**src/rtl/systolic_array_ctrl.sv**
```systemverilog
// systolic_array_ctrl: sequencer for one output-stationary tile of a ROWS x COLS
// systolic array. It runs a skewed operand-feed phase (COMPUTE), then drains one
// result row per cycle (DRAIN), then pulses done.
// Optional build macro: SA_CTRL_PERF_CNT_EN enables the saturating busy-cycle
// counter on perf_busy_cycles; without it the port is tied to zero.
module systolic_array_ctrl #(
  parameter int ROWS   = 32,
  parameter int COLS   = 32,
  parameter int K_W    = 16,
  parameter int ADDR_W = 16,
  localparam int IDX_W = (ROWS > 1) ? $clog2(ROWS) : 1
) (
  input  logic              clk,
  input  logic              rst,
  input  logic              start,
  input  logic [K_W-1:0]    cfg_k,
  input  logic              stall,
  output logic              busy,
  output logic              done,
  output logic              ctl_stat_bit_out,
  output logic              ctl_op2_select_out,
  output logic              ctl_out_select_out,
  output logic [ROWS-1:0]   row_vld,
  output logic [COLS-1:0]   col_vld,
  output logic [ADDR_W-1:0] rd_addr,
  output logic              drain_vld,
  output logic [IDX_W-1:0]  drain_idx,
  output logic [31:0]       perf_busy_cycles
);

  // t must reach K+ROWS+COLS-2 for the largest K without wrapping; one extra
  // bit in the mask comparisons keeps r+K from overflowing as well.
  localparam int T_MAX = (2**K_W - 1) + ROWS + COLS - 2;
  localparam int T_W   = $clog2(T_MAX + 1);
  localparam int TX_W  = T_W + 1;

  typedef enum logic [1:0] {
    S_IDLE    = 2'd0,
    S_COMPUTE = 2'd1,
    S_DRAIN   = 2'd2,
    S_DONE    = 2'd3
  } state_t;

  state_t           r_state;
  state_t           w_next;
  logic [T_W-1:0]   r_t;
  logic [K_W-1:0]   r_k;
  logic [IDX_W-1:0] r_didx;
  logic [T_W-1:0]   w_t_last;
  logic             w_t_end;
  logic             w_d_end;
  logic [TX_W-1:0]  w_t_x;
  logic [TX_W-1:0]  w_k_x;

  // Last COMPUTE index is K+ROWS+COLS-3 (K >= 1 whenever COMPUTE is entered).
  assign w_t_last = T_W'(r_k) + T_W'(ROWS + COLS - 3);
  assign w_t_end  = (r_t == w_t_last);
  assign w_d_end  = (r_didx == IDX_W'(ROWS - 1));
  assign w_t_x    = {1'b0, r_t};
  assign w_k_x    = TX_W'(r_k);

  // State register; reset returns to IDLE immediately, even mid-tile.
  always_ff @(posedge clk or posedge rst) begin
    if (rst) r_state <= S_IDLE;
    else     r_state <= w_next;
  end

  // Next-state decode; stall freezes COMPUTE and DRAIN only.
  always_comb begin
    w_next = r_state;
    case (r_state)
      S_IDLE:    if (start) w_next = (cfg_k == '0) ? S_DONE : S_COMPUTE;
      S_COMPUTE: if (!stall && w_t_end) w_next = S_DRAIN;
      S_DRAIN:   if (!stall && w_d_end) w_next = S_DONE;
      S_DONE:    w_next = S_IDLE;
      default:   w_next = S_IDLE;
    endcase
  end

  // Latched K, feed counter t and drain row index.
  always_ff @(posedge clk or posedge rst) begin
    if (rst) begin
      r_k    <= '0;
      r_t    <= '0;
      r_didx <= '0;
    end else begin
      case (r_state)
        S_IDLE: begin
          if (start) begin
            r_k    <= cfg_k;
            r_t    <= '0;
            r_didx <= '0;
          end
        end
        S_COMPUTE: begin
          if (!stall) r_t <= w_t_end ? '0 : r_t + 1'b1;
        end
        S_DRAIN: begin
          if (!stall) r_didx <= w_d_end ? '0 : r_didx + 1'b1;
        end
        default: ;
      endcase
    end
  end

  // Moore outputs: array controls, skewed valid masks and drain handshake.
  always_comb begin
    busy               = (r_state != S_IDLE);
    done               = (r_state == S_DONE);
    ctl_stat_bit_out   = (r_state == S_COMPUTE);
    ctl_op2_select_out = 1'b0;
    ctl_out_select_out = (r_state == S_DRAIN);
    rd_addr            = '0;
    drain_vld          = 1'b0;
    drain_idx          = '0;
    row_vld            = '0;
    col_vld            = '0;
    if (r_state == S_COMPUTE) begin
      rd_addr = ADDR_W'(r_t);
      if (!stall) begin
        for (int r = 0; r < ROWS; r++)
          row_vld[r] = (w_t_x >= TX_W'(r)) && (w_t_x < TX_W'(r) + w_k_x);
        for (int c = 0; c < COLS; c++)
          col_vld[c] = (w_t_x >= TX_W'(c)) && (w_t_x < TX_W'(c) + w_k_x);
      end
    end
    if (r_state == S_DRAIN) begin
      drain_idx = r_didx;
      drain_vld = !stall;
    end
  end

`ifdef SA_CTRL_PERF_CNT_EN
  logic [31:0] r_perf;

  // Saturating count of busy cycles; only reset clears it.
  always_ff @(posedge clk or posedge rst) begin
    if (rst)                      r_perf <= '0;
    else if (busy && r_perf != '1) r_perf <= r_perf + 1'b1;
  end

  assign perf_busy_cycles = r_perf;
`else
  assign perf_busy_cycles = '0;
`endif

endmodule

```
**config.mk**
```make
export PLATFORM = sky130hd
export DESIGN_NAME = systolic_array_ctrl
export DESIGN_NICKNAME = d
export VERILOG_FILES = /design/src/rtl/systolic_array_ctrl.sv
export SDC_FILE = /design/constraint.sdc
export NUM_CORES = 1
export LEC_CHECK = 0
export CAP_MARGIN = 40
export CORE_MARGIN = 2
export CORE_UTILIZATION = 30
export DETAILED_ROUTE_END_ITERATION = 16
export PLACE_DENSITY_LB_ADDON = 0.05
export SYNTH_ARGS = -nofsm -noshare
export SYNTH_HDL_FRONTEND = slang
export SYNTH_SLANG_ARGS = --single-unit
```
**constraint.sdc**
```tcl
create_clock -name clk -period 13.6 [get_ports clk]
set_input_delay 3.4 -clock clk [delete_from_list [all_inputs] [get_ports clk]]
set_output_delay 3.4 -clock clk [all_outputs]
set_load 0.05 [all_outputs]
```
==> reports/metrics.csv <==
stage;metric;value;unit
timing;final_max_slew_viol_count;0;
timing;worstMarginPinSlew;1.005;ns
yosys;synth_largest_area_cell;sky130_fd_sc_hd__ha_1;
routing;route.final.wire_length;94910;um
timing;finalSetupViolCount;0;
global_routing;grt_pass1_wl;134700;um
yosys;post_synth_inst_count;2468;
power_and_ir_drop;power-per-cell-area;194.2;nW/um2
place;dp_slack;3.145;ns
clock_network;tritoncts_buffer_count;5;
routing;detail_route.drc_violations;0;
place;place_congestion;0.9059;
yosys;synth-edff-count;0;
flow_run;max_cap_viol_count;0;
power_and_ir_drop;vdd_ir_drop_max;149.5;uV
clock_network;clock_sinks;40;
setup_path;crit_path_cell_trace;clkdlybuf4s50_1, nand2b_2, buf_4, a2111oi_0, o21ai_0, a2111oi_0, clkdlybuf4s50_1;
place;post-dp-hpwl;65460;um
timing;setup-tns-final;0;ns
power_and_ir_drop;power.leakage;9.837;nW
timing;timing_hold_violations_final;0;
global_routing;gr-usage-met1;0.4066;
layout;area_growth_syn_to_layout;11.04;%
timing;finalClockSkew;0.008421;ns
yosys;ys.flop_type;sky130_fd_sc_hd__dfrtp_1;
layout;final_layout_size_suffix_gt1_frac;0.06603;
timing;max_slew_margin;0.3273;
global_routing;grt_use_met2;0.4663;
setup_path;start_kind;primary input;
yosys;synth-seq-area-share;0.05309;
floorplan;initial_core_util;0.3044;
setup_path;critPathMaxFanout;21;
floorplan;die-height;254.7;um
setup_path;cp_slowest_cell;sky130_fd_sc_hd__clkdlybuf4s50_1;
yosys;syn_area;18850;um2
setup_path;critPathKind;in -> out;
floorplan;design.die.area;64860;um2
yosys;netlist-cell-type-count;70;
timing;max_freq;95.25;MHz
setup_path;worst_path_largest_cell_delay;0.96;ns
timing;timing.final.crit_share;0.7720;
global_routing;met3_usage;0.02919;
floorplan;pin_count;143;
routing;ant_nets;0;
timing;final.min_clock_period;10.50;ns
routing;detail_route.wl_per_cell;28.31;um
clock_network;cts_root_buf;sky130_fd_sc_hd__clkbuf_16;
layout;layout.filler_cells;6663;
clock_network;post_cts_resized;0;
floorplan;die_w;254.7;um
floorplan;row_count;91;
timing;rsz0062_at_grt;no;
global_routing;number_of_global_route_vias_before_repair;18207;
yosys;netlist_top_cells_area;sky130_fd_sc_hd__ha_1, sky130_fd_sc_hd__xnor2_1, sky130_fd_sc_hd__dfrtp_1;
layout;final_nets;3011;
clock_network;post_cts.repair.setup_buffers;0;
yosys;synth_top_area_frac;0.3172;
global_routing;grt_start_max_net_pins;45;
layout;instances_no_fill;3352;
global_routing;top_usage_layer;met2;
yosys;synthesis.yosys.warnings;0;
setup_path;worst-endpoint-required;10.20;ns
timing;timing.final.ws_setup;3.101;ns
place;dpl.cell_count;3343;
routing;num_vias;18753;
setup_path;end_kind;output port;
clock_network;cts.hold.buffers_added;0;
global_routing;globalRouteOverflowTotal;0;
clock_network;bufs_on_longest_clock_path;2;
clock_network;cts_tree;built;
clock_network;count_of_h_tree_levels_built_during_cts;2;
min_path;hold_class;reg -> reg;
routing;drt-pass1-iter-count;5;
clock_network;cts.reportedPaths.clkPinSlew;0.06;ns
layout;highest_count_cells_in_the_layout_ignoring_fill_and_taps;sky130_fd_sc_hd__ha_1, sky130_fd_sc_hd__xnor2_1, sky130_fd_sc_hd__nor2_1;
global_routing;grt_usage;0.2892;
global_routing;grt_antenna_before_repair;3;
layout;fin_util;0.3380;
run_status;run_status;complete, no violations;
layout;most_common_cell_after_layout_fill_and_taps_aside;sky130_fd_sc_hd__ha_1;
power_and_ir_drop;design_power_total;4.065;mW
routing;drt_iter0_markers;1698;
setup_path;crit_arrival;7.10;ns
place;portBuffers;109;
floorplan;fp.coreArea;61940;um2
routing;routed_via_density;5.595;
yosys;ys_async_sr_fraction;1.000;
yosys;synth_seq_cells;40;
clock_network;worst_skew_pair.late_latency;0.29;ns
yosys;post_synth.cell_area_avg;7.639;um2
## per-stage QoR
step | instance area (um2) | hold slack [ns]
final | 20940 | 0.5182
after global routing | 20930 | 0.5529
after CTS | 20930 | 0.5229
after detailed placement | 20790 | 0.5135
after global placement | 20710 | 0.5024
after floorplan | 18970 | 0.4697
## worst max-delay path: cells and delay by family
family / cells / cell delay (ns)
buffers and inverters: 3 / 1.90
and+or+nand+nor: 1 / 0.52
AOI/OAI and AO/OA: 3 / 1.25
## cell families after synthesis
kind of cell	Yosys count	synth area share
AND/OR/NAND/NOR	761	0.1921
AO/OA/AOI/OAI	526	0.1809
adder cells (fa/ha/maj)	478	0.3172
XOR/XNOR	373	0.1733
buffers and inverters	263	0.06816
flip-flops	40	0.05309
multiplexers	26	0.01500
other	1	0.0001989
## flip-flops by register name (all words and copies together), names as in the netlist
signal / cells
r_t: 17
r_k: 16
r_didx: 5
r_state: 2
## cells in the mapped netlist (50+ instances only)
library cell	number
sky130_fd_sc_hd__nand2_1	214
sky130_fd_sc_hd__xnor2_1	365
sky130_fd_sc_hd__nor2_1	232
sky130_fd_sc_hd__nand4_1	63
sky130_fd_sc_hd__ha_1	478
sky130_fd_sc_hd__inv_1	74
sky130_fd_sc_hd__clkbuf_1	78
sky130_fd_sc_hd__nor3_1	50
sky130_fd_sc_hd__nand3_1	56
sky130_fd_sc_hd__o21ai_0	85
sky130_fd_sc_hd__a21o_1	133
sky130_fd_sc_hd__a21oi_1	148
sky130_fd_sc_hd__buf_4	70
## metal layers
layer | routed length, um | part of all wire | vias up
met5 | 0 | 0 | -
met4 | 2993 | 0.032 | 0
met3 | 5689 | 0.060 | 112
met2 | 41970 | 0.44 | 650
met1 | 44260 | 0.47 | 9249
li1 | - | - | 8742
## final cells by class
cell class / instances / area, um2 / share of cell area
multi-input combinational: 2197 / 16700 / 0.7978
timing repair buffer: 189 / 1715 / 0.08194
clock inverter: 2 / 12.51 / 0.0005977
tap: 837 / 1047 / 0.05002
inverter: 80 / 300.3 / 0.01434
antenna: 1 / 2.502 / 0.0001195
sequential: 40 / 1026 / 0.04901
clock buffer: 6 / 128.9 / 0.006156
## path summary, 6_finish.rpt
check                        from         end  slack [ns]  cells past startpoint
setup reg to reg           r_k[3]     r_t[15]        8.72                     11
max in group asynchronous     rst     r_t[13]        9.62                      3
hold reg to reg            r_t[4]      r_t[4]        0.52                      1
hold / removal             r_t[4]      r_t[4]        0.52                      1
min in group asynchronous     rst     r_k[12]        3.56                      3
setup / recovery            stall  col_vld[1]        3.10                      7
## power by group
part           switching, mW  internal [mW]  total [mW]  leakage [nW]
logic                   2.38           1.28        3.66          9.28
registers              0.130          0.153       0.283         0.489
clock network         0.0508         0.0678       0.119        0.0669
Note: power is estimated with default switching activity, not from simulation.
